**config.mk**
```make
export PLATFORM = sky130hd
export DESIGN_NAME = fir_mac_sequencer
export DESIGN_NICKNAME = d
export VERILOG_FILES = /design/src/rtl/fir_mac_sequencer.sv
export SDC_FILE = /design/constraint.sdc
export NUM_CORES = 1
export LEC_CHECK = 0
export BUFFER_PORTS_ARGS = -buffer_cell sky130_fd_sc_hd__buf_2
export CAP_MARGIN = 20
export CORE_MARGIN = 10
export CORE_UTILIZATION = 37
export CTS_CLUSTER_SIZE = 12
export DETAILED_ROUTE_END_ITERATION = 8
export PLACE_DENSITY = 0.8
export REMOVE_ABC_BUFFERS = 1
export SLEW_MARGIN = 20
export SYNTH_ARGS = -nofsm -noshare
export SYNTH_HDL_FRONTEND = slang
export SYNTH_SLANG_ARGS = --single-unit
```
**constraint.sdc**
```tcl
create_clock -name clk_filter -period 1.65 [get_ports clk_filter]
set_input_delay 0.2475 -clock clk_filter [delete_from_list [all_inputs] [get_ports clk_filter]]
set_output_delay 0.2475 -clock clk_filter [all_outputs]
set_load 0.05 [all_outputs]
```
**src/rtl/fir_mac_sequencer.sv**
```systemverilog
// Control sequencer for a time-multiplexed FIR filter. It captures samples, writes them
// into a circular buffer, steps TAP MAC cycles per sample and arbitrates coefficient writes.
module fir_mac_sequencer #(
  parameter  int TAP     = 8,
  parameter  int DW      = 16,
  parameter  int MAC_LAT = 2,
  localparam int AW      = $clog2(TAP)
) (
  input  logic          clk_filter,
  input  logic          rst_n,
  // sample stream
  input  logic          in_valid,
  output logic          in_ready,
  input  logic [DW-1:0] in_data,
  // sample buffer ports
  output logic          smp_we,
  output logic [AW-1:0] smp_waddr,
  output logic [DW-1:0] smp_wdata,
  output logic [AW-1:0] smp_raddr,
  // coefficient read and accumulator control
  output logic [AW-1:0] coef_raddr,
  output logic          acc_clr,
  output logic          acc_en,
  output logic          out_valid,
  output logic          busy,
  // coefficient configuration
  input  logic          cfg_we,
  input  logic [AW-1:0] cfg_addr,
  input  logic [DW-1:0] cfg_data,
  output logic          cfg_ack,
  output logic          coef_we,
  output logic [AW-1:0] coef_waddr,
  output logic [DW-1:0] coef_wdata
);

  localparam int DLW = $clog2(MAC_LAT + 2);

  localparam logic [AW-1:0]  K_LAST = AW'(TAP - 1);
  localparam logic [DLW-1:0] D_LAST = DLW'((MAC_LAT > 0) ? MAC_LAT - 1 : 0);

  typedef enum logic [2:0] {
    S_IDLE,
    S_LOAD,
    S_RUN,
    S_DRAIN,
    S_DONE
  } state_t;

  state_t         state, state_nxt;
  logic [AW-1:0]  wptr;
  logic [AW-1:0]  k;
  logic [DLW-1:0] d;
  logic [DW-1:0]  sreg;

  logic           accept;
  logic [AW-1:0]  rd_addr;

  // Config owns the IDLE cycle it arrives in; the sample simply waits one cycle.
  assign in_ready = (state == S_IDLE) && !cfg_we;
  assign accept   = in_valid && in_ready;
  assign busy     = (state != S_IDLE);

  assign cfg_ack    = (state == S_IDLE) && cfg_we;
  assign coef_we    = cfg_ack;
  assign coef_waddr = cfg_ack ? cfg_addr : '0;
  assign coef_wdata = cfg_ack ? cfg_data : '0;

  // (wptr - k) mod TAP without relying on 2^AW wrap: when wptr < k the value is
  // wptr + (TAP-1-k) + 1, whose terms never underflow and whose sum stays below TAP.
  assign rd_addr = (wptr < k) ? (wptr + (K_LAST - k) + 1'b1) : (wptr - k);

  always_comb begin
    state_nxt = state;
    unique case (state)
      S_IDLE:  if (accept) state_nxt = S_LOAD;
      S_LOAD:  state_nxt = S_RUN;
      S_RUN:   if (k == K_LAST) state_nxt = (MAC_LAT == 0) ? S_DONE : S_DRAIN;
      S_DRAIN: if (d == D_LAST) state_nxt = S_DONE;
      S_DONE:  state_nxt = S_IDLE;
      default: state_nxt = S_IDLE;
    endcase
  end

  // NOTE: sequential state uses non-blocking assignments so every register samples
  // the pre-edge values of the others, independent of statement order.
  always_ff @(posedge clk_filter or negedge rst_n) begin
    if (!rst_n) begin
      state <= S_IDLE;
      wptr  <= '0;
      k     <= '0;
      d     <= '0;
      sreg  <= '0;
    end else begin
      state <= state_nxt;
      unique case (state)
        S_IDLE: if (accept) sreg <= in_data;
        S_LOAD: k <= '0;
        S_RUN: begin
          if (k == K_LAST) begin
            wptr <= (wptr == K_LAST) ? '0 : wptr + 1'b1;
            k    <= '0;
            d    <= '0;
          end else begin
            k <= k + 1'b1;
          end
        end
        S_DRAIN: d <= d + 1'b1;
        default: ;
      endcase
    end
  end

  // NOTE: every output gets its inactive value before the case, so no path leaves
  // one unassigned and no latch is inferred.
  always_comb begin
    smp_we     = 1'b0;
    smp_waddr  = '0;
    smp_wdata  = '0;
    smp_raddr  = '0;
    coef_raddr = '0;
    acc_clr    = 1'b0;
    acc_en     = 1'b0;
    out_valid  = 1'b0;
    unique case (state)
      S_LOAD: begin
        smp_we    = 1'b1;
        smp_waddr = wptr;
        smp_wdata = sreg;
      end
      S_RUN: begin
        acc_en     = 1'b1;
        acc_clr    = (k == '0);
        coef_raddr = k;
        smp_raddr  = rd_addr;
      end
      S_DONE:  out_valid = 1'b1;
      default: ;
    endcase
  end

endmodule
```
==> results of run 1 <==
-- stage by stage --
stage | power [W] | hold slack [ns] | setup TNS (ns) | util
after floorplan | 0.00308 | -0.0481 | -84.72 | -
after global placement | 0.00373 | 0.292 | -0.445 | 0.529
after detailed placement | 0.00381 | 0.295 | -1.16 | 0.529
after CTS | 0.00518 | 0.195 | -10.23 | 0.718
after global routing | 0.00580 | 0.204 | -16.94 | 0.770
final | 0.00548 | 0.200 | -11.55 | 0.770
-- what timing repair did --
| item | CTS | global route |
|---|---|---|
| endpoints found under the hold margin | 13 | 0 |
| endpoints found under the setup margin | 58 | 70 |
| setup buffers | 5 | 13 |
| resized for setup | 200 | 32 |
| pin swaps | 39 | 11 |
| hold buffers | 1 | 0 |
| gates cloned | 5 | 1 |
-- cell families (layout without fill, tap and decap cells) --
family,Yosys count,after routing
buf+inv,13,137
fa+ha+maj,8,8
compound gates,8,8
mux,19,19
xor+xnor,2,2
flops,27,27
simple gates,63,63
-- critical path, stage by stage, from the launching register on --
cell,delay (ns)
dfrtp_1,0.38
inv_1,0.06
ha_1,0.13
inv_1,0.05
fa_2,0.33
xor2_1,0.16
xnor2_1,0.13
and2_1,0.15
buf_6,0.16
-- cells in the final DEF (no fill, tap or decap), types with 4 or more instances in the layout --
| cell type | instances |
|---|---|
| and2_4 | 43 |
| buf_2 | 39 |
| buf_4 | 15 |
| buf_6 | 22 |
| buf_8 | 49 |
| dfrtp_1 | 27 |
| ha_1 | 7 |
| inv_1 | 6 |
| mux2_2 | 10 |
| mux2_4 | 9 |
| nor2_1 | 4 |
-- report_power, final --
part           switching [W]  total [W]  leakage [nW]  internal [W]
Clock               0.000202   0.000374        0.0228      0.000173
Combinational        0.00198    0.00393          1.24       0.00196
Sequential          0.000195    0.00117         0.329      0.000975
Total                0.00237    0.00548          1.59       0.00310
-- flip-flops by register name, summed over array words and instances (netlist names) --
register / cells
wptr: 3
sreg: 16
state: 3
d: 2
k: 3
-- cell type report --
type / instances / area (sq um) / area share
Clock buffer: 4 / 45.0 / 0.0144
Timing Repair Buffer: 127 / 1320 / 0.423
Multi-Input combinational cell: 100 / 996 / 0.319
Inverter: 6 / 22.5 / 0.00721
Sequential cell: 27 / 676 / 0.216
Tap cell: 50 / 62.6 / 0.0200
-- per-layer routing --
layer  share of wire  GRT usage  vias up
met5               0          0        -
met4          0.0022     0.0225        0
met3            0.11     0.0688        2
met2            0.50      0.257       69
met1            0.39      0.161      683
li1                -          -      706
-- path summary, 6_finish.rpt --
check | endpoint
worst min register to register | d[1]
max in group asynchronous | sreg[13]
worst max register to register | sreg[13]
worst max-delay path | smp_raddr[2]
worst min-delay path | sreg[10]
min in group asynchronous | sreg[6]
==> impl_metrics.json, run 1 <==
{
  "cts_tree": "done",
  "rr_startpoint": "state[2]",
  "synthToLayoutAreaGrowth_pct": 97.8,
  "htreeDepth": 1,
  "critical_path_class": "reg -> out",
  "dp_slack_ns": -0.240,
  "grt_max_degree": 28,
  "synth.distinct_cells": 29,
  "crit_arrival_ns": 1.82,
  "fin_area_sq_um": 3120,
  "synth_compound_area_frac": 0.0380,
  "die_y_um": 85.3,
  "fin_crit_ns": 2.07,
  "fin_ws_ns": -0.416,
  "ant_nets": 0,
  "diodes": 0,
  "cts_made_buffers": 3,
  "cts.sinks": 27,
  "startpoint": "wptr[0]",
  "peakVddDrop_mv": 1.13,
  "crit_path_end_kind": "output pin",
  "synthTopCellsByCount": "and2_1 (46), dfrtp_1 (27), mux2_2 (10)",
  "clockBufferDepth": 2,
  "finalHoldViolations": 0,
  "rrSetupSlack_ns": -0.07,
  "fp.dieArea_sq_um": 7280,
  "synth_top_area_share": 0.428,
  "rsz0062_at_grt": "true",
  "final_cells": 314,
  "synthArstFlopShare": 1.00,
  "drt-initial-drc-count": 38,
  "fin_nets": 312,
  "grt_use_total": 0.147,
  "initial_core_util": 0.389,
  "grt_pass1_vias": 1659,
  "worstSkewPairLatency_ns": 0.27,
  "yosys-top-cells-area": "dfrtp_1 (43%), and2_1 (18%), mux2_4 (8.6%)",
  "drt_wl_total_mm": 5.85,
  "overflow": 0,
  "p_per_area_nw_per_um2": 1750,
  "drive_gt1_frac": 0.758,
  "worst_pin_slew_ns": 0.623,
  "route.detailed.drc": 0,
  "ys.warnings.count": 0,
  "outcome": "finished with violations",
  "skew_ns": 0.00684,
  "synthSimpleGateAreaFrac": 0.258,
  "critPathMaxFanout": 2,
  "gp_congestion": 0.767,
  "clk_pin_slew_ns": 0.09,
  "via_per_inst": 4.65,
  "hp-class": "in -> reg",
  "nFillCells": 259,
  "min_path_cells": 2,
  "core_sq_um": 4060,
  "synth_fa_ha_area_frac": 0.0681,
  "dr.pass1.iters": 4,
  "place_area_sq_um": 2150,
  "synth_area_sq_um": 1580,
  "synthMuxAreaShare": 0.157,
  "num_rows": 23,
  "yosysSeqAreaShare": 0.428,
  "hold_start": "in_data[10]",
  "failed_checks": "negative setup slack",
  "grt_pass1_wl_mm": 8.83,
  "syn_inst": 140,
  "io_buffers": 90,
  "drv_cap": 0,
  "reg2regPathDepth": 6,
  "synthFlopType": "dfrtp_1",
  "hpwl_mm": 3.35,
  "synth_top_family_by_area": "simple AND/OR/NAND/NOR gates",
  "cts-root-buf": "clkbuf_8",
  "dp.cells": 285,
  "power_leakage_nw": 1.59,
  "synth-seq-cells": 27,
  "slew_headroom": 0.585,
  "synth.most_common_cell": "and2_1",
  "synth_edf_count": 0,
  "post-synth-top-area-cell": "dfrtp_1",
  "routedWlPerCell_um": 18.6,
  "finalCritPeriodShare": 1.25,
  "avgSynthCellArea_sq_um": 11.3,
  "ioPinCount": 91,
  "required_ns": 1.40,
  "drv_slew": 0,
  "antenna_found_initial": 0,
  "vias": 1460,
  "die_w_um": 85.3,
  "startpoint_type": "register",
  "setup_viol": 65,
  "fmax_mhz": 484,
  "synth_xor_area_frac": 0.0111
}
Power figures use the tool's default switching activity.
==> inputs of run 2 (changes only) <==
==> constraint.sdc (replaced) <==
create_clock -name clk_filter -period 1.8 [get_ports clk_filter]
set_input_delay 0.27 -clock clk_filter [delete_from_list [all_inputs] [get_ports clk_filter]]
set_output_delay 0.27 -clock clk_filter [all_outputs]
set_load 0.05 [all_outputs]
==> run 2 against run 1 <==
The flow still finishes with violations (negative setup slack). Routed wire length down 7.0%. Worst hold slack worse by 0.20 ns. Die area unchanged. Count of clock-buffer cells in the layout unchanged. Register-to-register slack better by 0.20 ns. Core utilization down 4.0 points. Critical path depth unchanged. Design area down 5.2%. Final cell count down 3.2%. First-iteration DRC count up 68%. Critical endpoint unchanged.
==> impl_metrics.json, run 2 (synthesis gave the netlist of run 1 again) <==
{
  "outcome": "finished with violations",
  "failed_checks": "negative setup slack",
  "place_area_sq_um": 2140,
  "grt_pass1_vias": 1670,
  "required_ns": 1.53,
  "via_per_inst": 4.84,
  "hp-class": "in -> async",
  "hpwl_mm": 3.43,
  "clk_pin_slew_ns": 0.09,
  "nFillCells": 278,
  "cts.sinks": 27,
  "setup-tns-final_ns": -4.17,
  "fin_util": 0.730,
  "regArea_sq_um": 676,
  "overflow": 0,
  "route.detailed.drc": 0,
  "initial_core_util": 0.389,
  "cts_made_buffers": 3,
  "vias": 1472,
  "largest_reg_flops": 16,
  "worstSkewPairLatency_ns": 0.27,
  "fin_nets": 302,
  "critPathMaxFanout": 2,
  "htreeDepth": 1,
  "drive_gt1_frac": 0.736,
  "drt-initial-drc-count": 64,
  "grt_max_degree": 28,
  "crit_path_end_kind": "output pin",
  "antenna_found_initial": 0,
  "fin_crit_ns": 2.12,
  "diodes": 0,
  "cts-root-buf": "clkbuf_8",
  "synthToLayoutAreaGrowth_pct": 87.6,
  "slew_headroom": 0.588,
  "p_per_area_nw_per_um2": 1610,
  "io_buffers": 90,
  "peakVddDrop_mv": 0.995,
  "critical_path_class": "reg -> out",
  "routedWlPerCell_um": 17.9,
  "cts_tree": "done",
  "setup_viol": 42,
  "gp_congestion": 0.780,
  "clockBufferDepth": 2,
  "fin_area_sq_um": 2960,
  "finalCritPeriodShare": 1.18,
  "core_sq_um": 4060,
  "drt_wl_total_mm": 5.44,
  "worst_pin_slew_ns": 0.618,
  "dp_slack_ns": -0.148,
  "power_leakage_nw": 1.52,
  "final_cells": 304,
  "fp.dieArea_sq_um": 7280,
  "ioPinCount": 91,
  "fmax_mhz": 472,
  "die_y_um": 85.3,
  "drv_slew": 0,
  "grt_use_total": 0.138,
  "final_cell_mix": "buf_2 (41), buf_8 (41), and2_4 (39), dfrtp_1 (27), buf_6 (25)",
  "ant_nets": 0,
  "crit_arrival_ns": 1.85,
  "grt_pass1_wl_mm": 8.45,
  "startpoint_type": "register",
  "regMostFlops": "sreg",
  "drv_cap": 0,
  "multi_input_area_sq_um": 978,
  "dr.pass1.iters": 4,
  "die_w_um": 85.3,
  "num_rows": 23,
  "skew_ns": 0.00443,
  "finalHoldViolations": 0,
  "fin_ws_ns": -0.320,
  "dp.cells": 284,
  "rsz0062_at_grt": "true"
}
[run 2: per-stage QoR]
stage	total power [W]	hold slack, ns
after global routing	0.00504	0.0294
after detailed placement	0.00349	0.316
after floorplan	0.00283	-0.0256
final	0.00476	0.00329
after global placement	0.00341	0.317
after CTS	0.00448	0.0174
[run 2: worst paths after layout]
check,startpoint,end,slack [ns],depth (start not counted)
worst min-delay path,rst_n,sreg[5],0.003,1
min in group clk_filter,in_data[10],sreg[10],0.23,2
worst max-delay path,wptr[0],smp_raddr[2],-0.32,8
worst max register to register,state[2],sreg[0],0.13,5
worst min register to register,d[1],d[1],0.51,1
max in group asynchronous,rst_n,sreg[3],1.39,1
[run 2: worst max-delay path, stage by stage (launching register included)]
cell,delay [ns]
dfrtp_1,0.40
inv_1,0.06
ha_1,0.15
inv_2,0.04
fa_2,0.34
xor2_1,0.16
xnor2_1,0.13
and2_1,0.15
buf_6,0.16
[run 2: report_power, final]
group          leakage, nW  total [W]  internal [W]  switching, W
clock               0.0228   0.000345      0.000158      0.000186
sequential           0.329    0.00108      0.000894      0.000182
combinational         1.16    0.00334       0.00160       0.00174
[run 2: repair_timing]
| item | in CTS | in global routing |
|---|---|---|
| resized for setup | 172 | 40 |
| hold buffers | 0 | 0 |
| endpoints found under the setup margin | 48 | 65 |
| pin swaps | 34 | 10 |
| cloned | 4 | 2 |
| buffers inserted | 3 | 7 |
[run 2: cell type report]
cell class,instances,share of cell area
clock buffers,4,0.0152
inverters,6,0.00760
multi-input cells,100,0.330
flip-flops and latches,27,0.228
well taps,50,0.0211
repair buffers,117,0.398
[run 2: routing by layer]
| layer | routed length, um | share of wire | GRT usage |
|---|---|---|---|
| met3 | 584 | 0.11 | 0.0564 |
| met1 | 2060 | 0.38 | 0.151 |
| met4 | 34 | 0.0062 | 0.0314 |
| met2 | 2760 | 0.51 | 0.244 |
| met5 | 0 | 0 | 0 |
==> inputs of run 3 (changes only) <==
--- a/config.mk
+++ b/config.mk
@@ -7,11 +7,13 @@
 export LEC_CHECK = 0
 export BUFFER_PORTS_ARGS = -buffer_cell sky130_fd_sc_hd__buf_2
 export CAP_MARGIN = 20
+export CELL_PAD_IN_SITES_DETAIL_PLACEMENT = 0
+export CELL_PAD_IN_SITES_GLOBAL_PLACEMENT = 1
 export CORE_MARGIN = 10
-export CORE_UTILIZATION = 37
+export CORE_UTILIZATION = 34
 export CTS_CLUSTER_SIZE = 12
 export DETAILED_ROUTE_END_ITERATION = 8
-export PLACE_DENSITY = 0.8
+export PLACE_DENSITY = 0.92
 export REMOVE_ABC_BUFFERS = 1
 export SLEW_MARGIN = 20
 export SYNTH_ARGS = -nofsm -noshare
==> constraint.sdc (replaced) <==
create_clock -name clk_filter -period 2.6 [get_ports clk_filter]
set_input_delay 0.39 -clock clk_filter [delete_from_list [all_inputs] [get_ports clk_filter]]
set_output_delay 0.39 -clock clk_filter [all_outputs]
set_load 0.05 [all_outputs]
==> run 3 against run 2 <==
The flow now finishes without violations. Core utilization fell by 25 points. First-iteration DRC count fell by 59%. Die area rose by 6.7%. Count of clock-buffer cells in the layout did not move. Sequential cell count did not move. Combinational power fell by 55%. Via count fell by 13%. Design area fell by 28%. Register-to-register slack improved by 0.88 ns. Clock skew fell by 0.0019 ns. Worst hold slack improved by 0.12 ns. Global-route usage fell by 4.4 points.
==> impl_metrics.json, run 3 (synthesis gave the netlist of run 1 again) <==
{
  "drive_gt1_frac": 0.519,
  "drt_wl_total_mm": 3.93,
  "diodes": 0,
  "die_w_um": 88.2,
  "num_rows": 24,
  "ant_nets": 0,
  "total_power_w": 0.00252,
  "fin_nets": 279,
  "grt_use_total": 0.0948,
  "final_common_cell": "buf_2",
  "route.detailed.drc": 0,
  "fin_area_sq_um": 2130,
  "ioPinCount": 91,
  "die_y_um": 88.2,
  "hpwl_mm": 3.20,
  "fin_crit_ns": 2.35,
  "startpoint_type": "register",
  "cts_tree": "done",
  "outcome": "completed",
  "antenna_found_initial": 0,
  "skew_ns": 0.00252,
  "drv_slew": 0,
  "clk_pin_slew_ns": 0.09,
  "cts-root-buf": "clkbuf_8",
  "grt_pass1_wl_mm": 6.17,
  "final_cell_mix": "buf_2 (90), and2_1 (46), dfrtp_1 (27), mux2_2 (10), mux2_4 (9)",
  "cts_made_buffers": 3,
  "io_buffers": 90,
  "overflow": 0,
  "critical_path_class": "reg -> out",
  "p_per_area_nw_per_um2": 1180,
  "finalHoldViolations": 0,
  "setup_viol": 0,
  "rsz0062_at_grt": "false",
  "drt-initial-drc-count": 26,
  "fp.dieArea_sq_um": 7770,
  "slew_headroom": 0.591,
  "via_per_inst": 4.54,
  "drv_cap": 0,
  "synthToLayoutAreaGrowth_pct": 35.2,
  "dr.pass1.iters": 2,
  "fin_util": 0.484,
  "critPathMaxFanout": 5,
  "crit_path_end_kind": "output pin",
  "core_sq_um": 4410,
  "required_ns": 2.21,
  "htreeDepth": 1,
  "clockBufferDepth": 2,
  "grt_max_degree": 28,
  "cts-resized-gates": 0,
  "largest_reg_flops": 16,
  "regMostFlops": "sreg",
  "place_area_sq_um": 2090,
  "initial_core_util": 0.358,
  "fmax_mhz": 425,
  "worstSkewPairLatency_ns": 0.26,
  "post_cts_buffers": 0,
  "grt_pass1_vias": 1300,
  "hp-class": "in -> async",
  "worst_pin_slew_ns": 0.613,
  "vias": 1285,
  "peakVddDrop_mv": 0.802,
  "multi_input_area_sq_um": 846,
  "gp_congestion": 0.751,
  "finalCritPeriodShare": 0.906,
  "ctsHoldBuffers": 0,
  "crit_arrival_ns": 1.96,
  "power_leakage_nw": 1.24,
  "routedWlPerCell_um": 13.9,
  "nFillCells": 425,
  "cts.sinks": 27,
  "regArea_sq_um": 676
}
==> run 3: cell types whose count changed in the layout (fill, tap and decap cells not counted), moves of 2 or more <==
cell,before,now
buf_2,41,90
and2_1,7,46
buf_4,10,4
nor3b_2,0,2
and2_4,39,0
buf_8,41,0
buf_6,25,0
nor3b_4,2,0
==> run 3: path summary, 6_finish.rpt <==
| path | startpoint | endpoint | slack, ns | cells after the start |
|---|---|---|---|---|
| min | rst_n | sreg[6] | 0.13 | 1 |
| max in group asynchronous | rst_n | sreg[11] | 2.07 | 1 |
| max | wptr[0] | smp_raddr[2] | 0.25 | 8 |
| min in group clk_filter | in_data[1] | sreg[1] | 0.35 | 2 |
| min reg2reg | d[1] | d[1] | 0.50 | 1 |
| max reg2reg | state[1] | sreg[14] | 1.01 | 3 |
==> run 3: report_power, final <==
group	internal, W	switching (W)
Combinational	0.000554	0.000958
Sequential	0.000618	0.000156
Clock	0.000110	0.000123
==> run 3: worst max-delay path, cell delays in order, from the launching register on <==
cell and delay [ns]:
dfrtp_1 0.43, inv_1 0.07, ha_1 0.13, inv_1 0.04, fa_1 0.36, xor2_1 0.16
xnor2_1 0.12, and2_1 0.12, buf_2 0.25
==> run 3: layer usage <==
metal,vias up,wire length (um),track usage
li1,638,-,-
met4,0,8,0.0171
met5,-,0,0
met1,575,1540,0.107
met2,70,1650,0.152
met3,2,740,0.0566
==> run 3: metrics by stage <==
stage	std cells	TNS (ns)	worst slack (ns)	hold WS [ns]
finish	283	0	0.245	0.128
CTS	283	0	0.220	0.145
global placement	279	0	0.550	0.443
global route	283	0	0.102	0.160
detailed placement	279	0	0.535	0.448
floorplan	133	-38.43	-1.17	0.0944
==> run 3: final cells by class <==
cell class / count / area share
multi-input combinational: 100 / 0.396
sequential: 27 / 0.317
timing repair buffer: 94 / 0.225
tap: 52 / 0.0305
clock buffer: 4 / 0.0211
inverter: 6 / 0.0106
